File: src/rtl/pipe_control.sv
// LEGLite pipelined control: ID decode, ID/EX/MEM/WB control regs,
// load-use stall and CBZ flush resolved in MEM.
module pipe_control #(
  parameter int OPCODE_W  = 3,
  parameter int ALU_SEL_W = 3,
  parameter int REG_W     = 3,
  parameter int ALU_ADD   = 0,
  parameter int ALU_SUB   = 1,
  parameter int ALU_PASS  = 2,
  parameter int ALU_AND   = 4
) (
  input  logic                 clock,
  input  logic                 reset,
  input  logic                 nop,
  input  logic [OPCODE_W-1:0]  opcode,
  input  logic [REG_W-1:0]     id_rn,
  input  logic [REG_W-1:0]     id_rm,
  input  logic [REG_W-1:0]     id_rd,
  input  logic                 mem_zero,
  output logic                 reg2loc,
  output logic [ALU_SEL_W-1:0] ex_alu_select,
  output logic                 ex_alusrc,
  output logic                 mem_branch,
  output logic                 mem_memread,
  output logic                 mem_memwrite,
  output logic                 wb_memtoreg,
  output logic                 wb_regwrite,
  output logic                 pcsrc,
  output logic                 pc_write,
  output logic                 ifid_write,
  output logic                 ifid_flush,
  output logic                 ex_illegal
);

  localparam logic [OPCODE_W-1:0] OP_ADD  = OPCODE_W'(0);
  localparam logic [OPCODE_W-1:0] OP_SUB  = OPCODE_W'(1);
  localparam logic [OPCODE_W-1:0] OP_LD   = OPCODE_W'(3);
  localparam logic [OPCODE_W-1:0] OP_ST   = OPCODE_W'(4);
  localparam logic [OPCODE_W-1:0] OP_CBZ  = OPCODE_W'(5);
  localparam logic [OPCODE_W-1:0] OP_ADDI = OPCODE_W'(6);
  localparam logic [OPCODE_W-1:0] OP_ANDI = OPCODE_W'(7);

  typedef struct packed {
    logic [ALU_SEL_W-1:0] alu_sel;
    logic                 alusrc;
    logic                 branch;
    logic                 memread;
    logic                 memwrite;
    logic                 memtoreg;
    logic                 regwrite;
    logic                 illegal;
    logic [REG_W-1:0]     rd;
  } id_ex_t;

  typedef struct packed {
    logic branch;
    logic memread;
    logic memwrite;
    logic memtoreg;
    logic regwrite;
  } ex_mem_t;

  typedef struct packed {
    logic memtoreg;
    logic regwrite;
  } mem_wb_t;

  id_ex_t           dec;
  id_ex_t           ex_q;
  ex_mem_t          mem_q;
  mem_wb_t          wb_q;
  logic             rn_used;
  logic             s2_used;
  logic             r2l;
  logic [REG_W-1:0] s2;
  logic             hazard;
  logic             stall;

  always_comb begin
    dec     = '0;
    dec.rd  = id_rd;
    rn_used = 1'b0;
    s2_used = 1'b0;
    r2l     = 1'b0;
    if (!nop) begin
      unique case (1'b1)
        (opcode == OP_ADD): begin
          dec.alu_sel  = ALU_SEL_W'(ALU_ADD);
          dec.regwrite = 1'b1;
          rn_used      = 1'b1;
          s2_used      = 1'b1;
        end
        (opcode == OP_SUB): begin
          dec.alu_sel  = ALU_SEL_W'(ALU_SUB);
          dec.regwrite = 1'b1;
          rn_used      = 1'b1;
          s2_used      = 1'b1;
        end
        (opcode == OP_LD): begin
          dec.alusrc   = 1'b1;
          dec.memread  = 1'b1;
          dec.memtoreg = 1'b1;
          dec.regwrite = 1'b1;
          rn_used      = 1'b1;
        end
        (opcode == OP_ST): begin
          r2l          = 1'b1;
          dec.alusrc   = 1'b1;
          dec.memwrite = 1'b1;
          rn_used      = 1'b1;
          s2_used      = 1'b1;
        end
        (opcode == OP_CBZ): begin
          r2l          = 1'b1;
          dec.branch   = 1'b1;
          dec.alu_sel  = ALU_SEL_W'(ALU_PASS);
          s2_used      = 1'b1;
        end
        (opcode == OP_ADDI): begin
          dec.alusrc   = 1'b1;
          dec.regwrite = 1'b1;
          rn_used      = 1'b1;
        end
        (opcode == OP_ANDI): begin
          dec.alu_sel  = ALU_SEL_W'(ALU_AND);
          dec.alusrc   = 1'b1;
          dec.regwrite = 1'b1;
          rn_used      = 1'b1;
        end
        default: dec.illegal = 1'b1;
      endcase
    end
  end

  assign s2      = r2l ? id_rd : id_rm;
  assign hazard  = ex_q.memread &
                   ((rn_used & (ex_q.rd == id_rn)) |
                    (s2_used & (ex_q.rd == s2)));
  assign pcsrc   = mem_q.branch & mem_zero;
  // A taken branch squashes the ID instruction, so its stall is moot
  assign stall   = hazard & ~pcsrc;

  always_ff @(posedge clock or negedge reset) begin
    if (!reset) begin
      ex_q  <= '0;
      mem_q <= '0;
      wb_q  <= '0;
    end else begin
      ex_q  <= (pcsrc | stall) ? '0 : dec;
      mem_q <= pcsrc ? '0 : '{branch:   ex_q.branch,
                              memread:  ex_q.memread,
                              memwrite: ex_q.memwrite,
                              memtoreg: ex_q.memtoreg,
                              regwrite: ex_q.regwrite};
      wb_q  <= '{memtoreg: mem_q.memtoreg,
                 regwrite: mem_q.regwrite};
    end
  end

  assign reg2loc       = r2l;
  assign ex_alu_select = ex_q.alu_sel;
  assign ex_alusrc     = ex_q.alusrc;
  assign ex_illegal    = ex_q.illegal;
  assign mem_branch    = mem_q.branch;
  assign mem_memread   = mem_q.memread;
  assign mem_memwrite  = mem_q.memwrite;
  assign wb_memtoreg   = wb_q.memtoreg;
  assign wb_regwrite   = wb_q.regwrite;
  assign pc_write      = ~stall;
  assign ifid_write    = ~stall;
  assign ifid_flush    = pcsrc;

endmodule

File: config.mk
export PLATFORM = sky130hd
export DESIGN_NAME = pipe_control
export DESIGN_NICKNAME = d
export VERILOG_FILES = /design/src/rtl/pipe_control.sv
export SDC_FILE = /design/constraint.sdc
export NUM_CORES = 1
export LEC_CHECK = 0
export ABC_AREA = 1
export BUFFER_PORTS_ARGS = -buffer_cell sky130_fd_sc_hd__buf_4
export CAP_MARGIN = 25
export CORE_ASPECT_RATIO = 1.25
export CORE_MARGIN = 10
export CORE_UTILIZATION = 44
export CTS_CLUSTER_DIAMETER = 80
export DETAILED_ROUTE_END_ITERATION = 16
export GPL_ROUTABILITY_DRIVEN = 1
export PLACE_DENSITY = 0.83
export SYNTH_ARGS = -nofsm -noshare
export SYNTH_HDL_FRONTEND = slang
export SYNTH_SLANG_ARGS = --single-unit
export TNS_END_PERCENT = 5
File: constraint.sdc
create_clock -name clock -period 1.3 [get_ports clock]
set_clock_uncertainty 0.05 [all_clocks]
set_input_delay 0.065 -clock clock [delete_from_list [all_inputs] [get_ports clock]]
set_output_delay 0.065 -clock clock [all_outputs]
set_load 0.05 [all_outputs]
-- Yosys cells after proc, flatten, opt, wreduce, memory -nomap -nowiden
Index checks and enable logic that the tools add are counted.
- divide/modulo/power cells: 0
- bitwise operators: 9
- multiplexer cells: 17
- order comparisons: 0
- eq/ne operators: 8
- shifts and indexed selects: 0
- reductions and logical operators: 7
- add/subtract/negate cells: 0
- multipliers: 0
- operators by type and width (kind ; count):
    13-bit 2-to-1 mux ; 1
    3-bit equality test, second input constant ; 4
    1-bit 2-to-1 mux ; 12
    10-bit 2-to-1 mux ; 1
    3-bit one-hot mux with 3 select lines ; 1
    4-bit OR reduction ; 2
    7-bit OR reduction ; 1
    3-bit equality test ; 2
    6-bit OR reduction ; 1
    1-bit bitwise AND ; 5
    5-bit 2-to-1 mux ; 1
    5-bit OR reduction ; 1
    3-bit by 1-bit equality test with 1-bit output, second input constant ; 1
    3-bit by 2-bit equality test with 1-bit output, second input constant ; 1
    3-bit zero test ; 1
    3-bit 2-to-1 mux ; 1
    1-bit NOT ; 2
    1-bit bitwise OR ; 2
    2-bit OR reduction ; 1
- output and inout bits: 15
- latch bits: 0
- word-level logic and storage cells: 57
- memory bits (writable): 0
- ROM bits: 0
- memories kept: 0
- register bits: 20

-- Longest topological paths before layout
- depth after elaboration: 12
- gate-level depth with buffers: 13

-- Worst setup path before layout
OpenSTA, ideal clock, no wires.
- path type: register to output
- start point: register mem_q, in the netlist mem_branch
- end point: output port pc_write
- buffers on the path: 1
- setup slack: -0.746 ns
- stages on the path, launching flop included: 6
- data arrival time: 1.931 ns
- data required time: 1.185 ns
- cells stage by stage: dfrtp_1 -> nand2_1 -> inv_1 -> nor2_1 -> nand2_1 -> buf_4
- cells in the longest elaborated chain, start to end: 4
- RTL lines (what ; RTL line ; source):
    from (decl) ; 70 ; ex_mem_t mem_q;
    from (signal assigned) ; 150 ; mem_q <= pcsrc ? '0 : '{branch: ex_q.branch,
    1-bit bitwise AND ; 139 ; assign pcsrc = mem_q.branch & mem_zero;
    via ifid_flush ; 31 ; output logic ifid_flush,
    1-bit NOT ; 141 ; assign stall = hazard & ~pcsrc;
    1-bit bitwise AND ; 141 ;
    1-bit NOT ; -- ;
    to (decl) ; 29 ; output logic pc_write,
The timed path passes the listed nets, and every way through them passes these cells.

-- Worst setup path after layout
- start point: register ex_q[0] (netlist bit)
- end point: output port pc_write
- cells in the longest elaborated chain, start to end: 6
- RTL lines (what ; RTL line ; source):
    from (decl) ; 69 ; id_ex_t ex_q;
    from (signal assigned) ; 149 ; ex_q <= (pcsrc | stall) ? '0 : dec;
    3-bit equality test (on tied branches) ; 137, 138 ;
    1-bit bitwise AND (on tied branches) ; 137, 138 ;
    1-bit bitwise OR (*) ; 137 ; ((rn_used & (ex_q.rd == id_rn)) |
    1-bit bitwise AND (*) ; 136 ; assign hazard = ex_q.memread &
    1-bit bitwise AND (*) ; 141 ;
    1-bit NOT (*) ; 169 ; assign pc_write = ~stall;
Mark *: on every way between the ends. The rest lies on a longest branch, timed or not.

==> results.txt <==
The sequential cell fraction of total power came out at 0.478. In this run the power density over the cells is 881 nW/um^2. Data arrives at the worst endpoint at 1.55 ns. Setup total negative slack on the finished layout was measured at -2.35 ns. The net count after synthesis is 127.

Setup violations remaining at the end of the flow were counted as 14. The power consumption is 1.24 mW. The area added between synthesis and finish came out at 48.3%. The via count is 894. The total count of max-transition violations in the final report came to 0.

The multi-input combinational cell area came out at 418 sq um. From left edge to right edge, the die measures 61.6 microns. The worst pin sits at a relative slew slack of 0.853. The average wire per standard cell is 14.6 microns. For this run, the total global-route usage over all layers was measured as 0.119. Yosys printed 0 warnings. Counting distinct cell types in the post-synthesis netlist gives 21. The worst-path maximum fanout is 2. In this run the number of H-tree levels came out at 1. Entering global routing, the biggest net connects 19 pins. The number of iterations in the first detailed-routing pass came out at 4.

The number of buffers inserted by port buffering is 30. The clock input transition at the sequential cells of the worst setup and hold paths came out at 0.10 ns. The number of hold violations in the final report is 0. The number of diodes added for antenna fixing came out at 0. STA classifies the critical path startpoint as a register. The critical path is of the reg -> out type. The number of antenna violations at the first check in global routing came out at 0. The filler cell count in the final layout is 146. The number of non-filler instances in the completed layout is 175. The total clock sinks is 18. The number of buffers on the longest clock path came out at 2. The tree is rooted in a sky130_fd_sc_hd__clkbuf_4. The initialized floorplan defines 18 standard-cell rows. The synthesized-area fraction occupied by ao, oa, aoi and oai cells is 0.0105. Of the total synthesized cell area, the portion taken by full adders, half adders and majority gates is 0. At the end of routability-driven placement, the weighted congestion stood at 0.802. The flip-flop and latch count after synthesis is 18. The final critical-path required period is 1.67 ns. The worst vdd rail ir drop came out at 0.000564 V. Of the available clock period, the critical path in the final layout requires 1.28. Of the total synthesized cell area, the portion taken by XOR and XNOR cells is 0.0184. The boundary pin count came out at 31.

Along the worst hold path, the cell count comes to 3. The worst min-delay path class is in -> reg. The via count of the first global-routing pass came out at 992.

The max-cap check violation count is 0. At the pin with the least slew margin, the transition time is 0.219 ns. The cell-internal power came out at 0.886 mW. The post-detailed-route via-to-cell ratio came out at 5.11. The proportion of layout cells with a drive suffix above 1 is 0.548. The worst-path cell with the longest stage delay is sky130_fd_sc_hd__dfrtp_1. Summed over all nets, the half-perimeter wirelength after detailed placement is 1.97 mm. The static leakage power came out at 0.746 nW. After synthesis the cells add up to 951 sq um.

The number of cells on the worst reg-to-reg path is 10. The first global-routing pass estimated 4.24 mm of wire. For this run, design rule violations remaining after detail routing come to 0.

The mean area per synthesized cell is 8.57 sq um. The slack of the critical path is -0.368 ns. The category of the worst setup path capture point is a primary output. The number of DRC violations after detailed-routing iteration 0 came out at 37. The source of the worst register-to-register timing path is ex_q[1]$_DFF_PN0_.

The multiplexer fraction of the synthesized cell area came out at 0. The sequential cell area in the final layout came out at 452 sq um. Based on the critical path, the design can be clocked at up to 0.600 GHz. The net switching power figure came out at 0.356 mW. The checks that failed: negative setup slack. The endpoint identified for the worst register-to-register timing path is ex_q[8]$_DFF_PN0_. The run finished, with violations left. Of the total power, the share spent switching nets is 0.287. The required time at the worst-slack endpoint is 1.19 ns. The total die area came out at 4430 sq um.

The final layout contains 172 nets. The total wire length is 2.56 mm. Of the total power, combinational logic draws 0.251.

Synthesis produced 111 cells. Walking the worst path, the cells encountered are buf_6, inv_2, nand3_2, nand2_2, nor2_2, nand2_1, nand2_2, buf_6, nand2_4, buf_8. The longest individual stage delay on the worst path is 0.42 ns.

The die span in y is 72.0 microns. The count of nets left with antenna violations after detail routing is 0. Setup repair after global routing could not meet its margin everywhere.

Timing analysis after detailed placement gives a worst setup slack of -0.160 ns. The startpoint identified for the worst hold timing path is opcode[0]. Of the total power, the clock network draws 0.271. The floorplan step defined a core boundary enclosing 2030 sq um. The main combinational cell family by area after synthesis is simple AND/OR/NAND/NOR gates. The later-pin clock latency in the skew report came out at 0.29 ns. The share of the yosys chip area belonging to registers came out at 0.474. The smallest hold slack came out at 0.0331 ns. The TritonCTS clock tree is done. The residual overflow from global routing is 0. The placed instance count is 166. Setup slack on the worst reg-to-reg path comes out at -0.15 ns. The simple-gate area share of the yosys netlist came out at 0.361.

For hold timing, the worst endpoint is ex_alu_select[2]$_DFF_PN0_. The effective utilization at floorplan is 0.469. TritonCTS created 3 clock buffers.
[state kept, by name, indices dropped and copies added (netlist names)]
register       count
mem_q              1
wb_regwrite        1
mem_memread        1
ex_illegal         1
ex_alusrc          1
ex_alu_select      3
wb_memtoreg        1
mem_memwrite       1
ex_q               7
mem_branch         1
[final cells by class]
cell class,instances,area share
Sequential cell,18,0.320
Multi-Input combinational cell,69,0.296
Inverter,16,0.0470
Timing Repair Buffer,48,0.293
Tap cell,20,0.0177
Clock buffer,4,0.0257
[metrics by stage]
stage / util / cell area (sq um)
after floorplan: - / 977
final: 0.696 / 1410
after detailed placement: 0.625 / 1270
after CTS: 0.691 / 1400
after global placement: 0.625 / 1270
after global routing: 0.696 / 1410
[synthesized netlist by cell type]
master / count / area, sq um
sky130_fd_sc_hd__nand2_1: 21 / 78.8
sky130_fd_sc_hd__dfrtp_1: 18 / 450
sky130_fd_sc_hd__inv_1: 14 / 52.6
sky130_fd_sc_hd__nor2_1: 12 / 45.0
sky130_fd_sc_hd__nor2_2: 11 / 68.8
sky130_fd_sc_hd__nand3_1: 8 / 40.0
sky130_fd_sc_hd__buf_4: 6 / 45.0
sky130_fd_sc_hd__nand4_1: 4 / 25.0
sky130_fd_sc_hd__nand3_2: 3 / 30.0
sky130_fd_sc_hd__buf_6: 2 / 22.5
sky130_fd_sc_hd__nand2_2: 2 / 12.5
sky130_fd_sc_hd__a21oi_1: 1 / 5.00
sky130_fd_sc_hd__inv_2: 1 / 3.75
sky130_fd_sc_hd__inv_4: 1 / 6.26
sky130_fd_sc_hd__nand2_4: 1 / 11.3
sky130_fd_sc_hd__nand4_2: 1 / 12.5
sky130_fd_sc_hd__nor2_4: 1 / 11.3
sky130_fd_sc_hd__nor3b_1: 1 / 7.51
sky130_fd_sc_hd__o21ai_0: 1 / 5.00
sky130_fd_sc_hd__xnor2_1: 1 / 8.76
sky130_fd_sc_hd__xor2_1: 1 / 8.76
[power by group through the flow]
stage / combinational (mW) / clock, mW / sequential (mW)
after floorplan: 0.126 / 0 / 0.633
after global placement: 0.264 / 0 / 0.603
after detailed placement: 0.276 / 0 / 0.605
after CTS: 0.302 / 0.334 / 0.594
after global routing: 0.338 / 0.364 / 0.596
final: 0.312 / 0.337 / 0.594
[routing by layer]
metal,track usage,routed length (microns),up-vias
li1,-,-,423
met4,0.0547,110,0
met3,0.0261,167,10
met2,0.217,1400,39
met5,0,0,-
met1,0.122,886,422
[repair_timing]
action / in CTS / in global routing
hold endpoints to repair: 21 / 0
gates resized for setup: 14 / 5
buffers inserted: 1 / 0
pin swaps: 5 / 3
hold buffers: 4 / 0
endpoints found under the setup margin: 16 / 16
cloned: 0 / 0
[layout by cell type, fill, tap and decap left out]
cell type,n
sky130_fd_sc_hd__nand2_4,2
sky130_fd_sc_hd__a21oi_1,1
sky130_fd_sc_hd__buf_4,37
sky130_fd_sc_hd__nand4_1,4
sky130_fd_sc_hd__nor2_2,13
sky130_fd_sc_hd__nor2_4,2
sky130_fd_sc_hd__o21ai_0,1
sky130_fd_sc_hd__nor3b_2,1
sky130_fd_sc_hd__dfrtp_1,17
sky130_fd_sc_hd__xnor2_1,1
sky130_fd_sc_hd__clkbuf_4,3
sky130_fd_sc_hd__nand3_1,6
sky130_fd_sc_hd__nand4_2,1
sky130_fd_sc_hd__inv_4,1
sky130_fd_sc_hd__nand2_2,7
sky130_fd_sc_hd__buf_8,2
sky130_fd_sc_hd__nor2_1,9
sky130_fd_sc_hd__nand2_1,15
sky130_fd_sc_hd__nand3_2,5
sky130_fd_sc_hd__clkbuf_8,1
sky130_fd_sc_hd__buf_6,4
sky130_fd_sc_hd__xor2_1,1
sky130_fd_sc_hd__inv_2,3
sky130_fd_sc_hd__buf_12,1
sky130_fd_sc_hd__inv_1,11
sky130_fd_sc_hd__dlygate4sd3_1,4
sky130_fd_sc_hd__dfrtp_2,1
sky130_fd_sc_hd__clkinvlp_4,1
[worst max-delay path, delay by kind of cell (launching register included)]
family | cells | cell delay (ns)
buf+inv | 4 | 0.44
flops | 1 | 0.42
simple gates | 6 | 0.40
[cells by family after synthesis]
family / count (synthesis)
buffers and inverters: 24
DFF: 18
and+or+nand+nor: 65
xor gates and xnor gates: 2
AOI/OAI and AO/OA: 2
[how the worst max path moves through the flow]
stage	cells past startpoint	startpoint	to	slack [ns]
floorplan	5	mem_branch$_DFF_PN0_	pc_write	-0.28
global placement	9	ex_q[1]$_DFF_PN0_	ex_q[8]$_DFF_PN0_	-0.07
detailed placement	8	ex_q[0]$_DFF_PN0_	ex_q[8]$_DFF_PN0_	-0.16
CTS	7	ex_q[0]$_DFF_PN0_	pc_write	-0.35
global route	10	ex_q[0]$_DFF_PN0_	pc_write	-0.46
finish	10	ex_q[0]$_DFF_PN0_	pc_write	-0.37
Note: power is estimated with default switching activity, not from simulation.
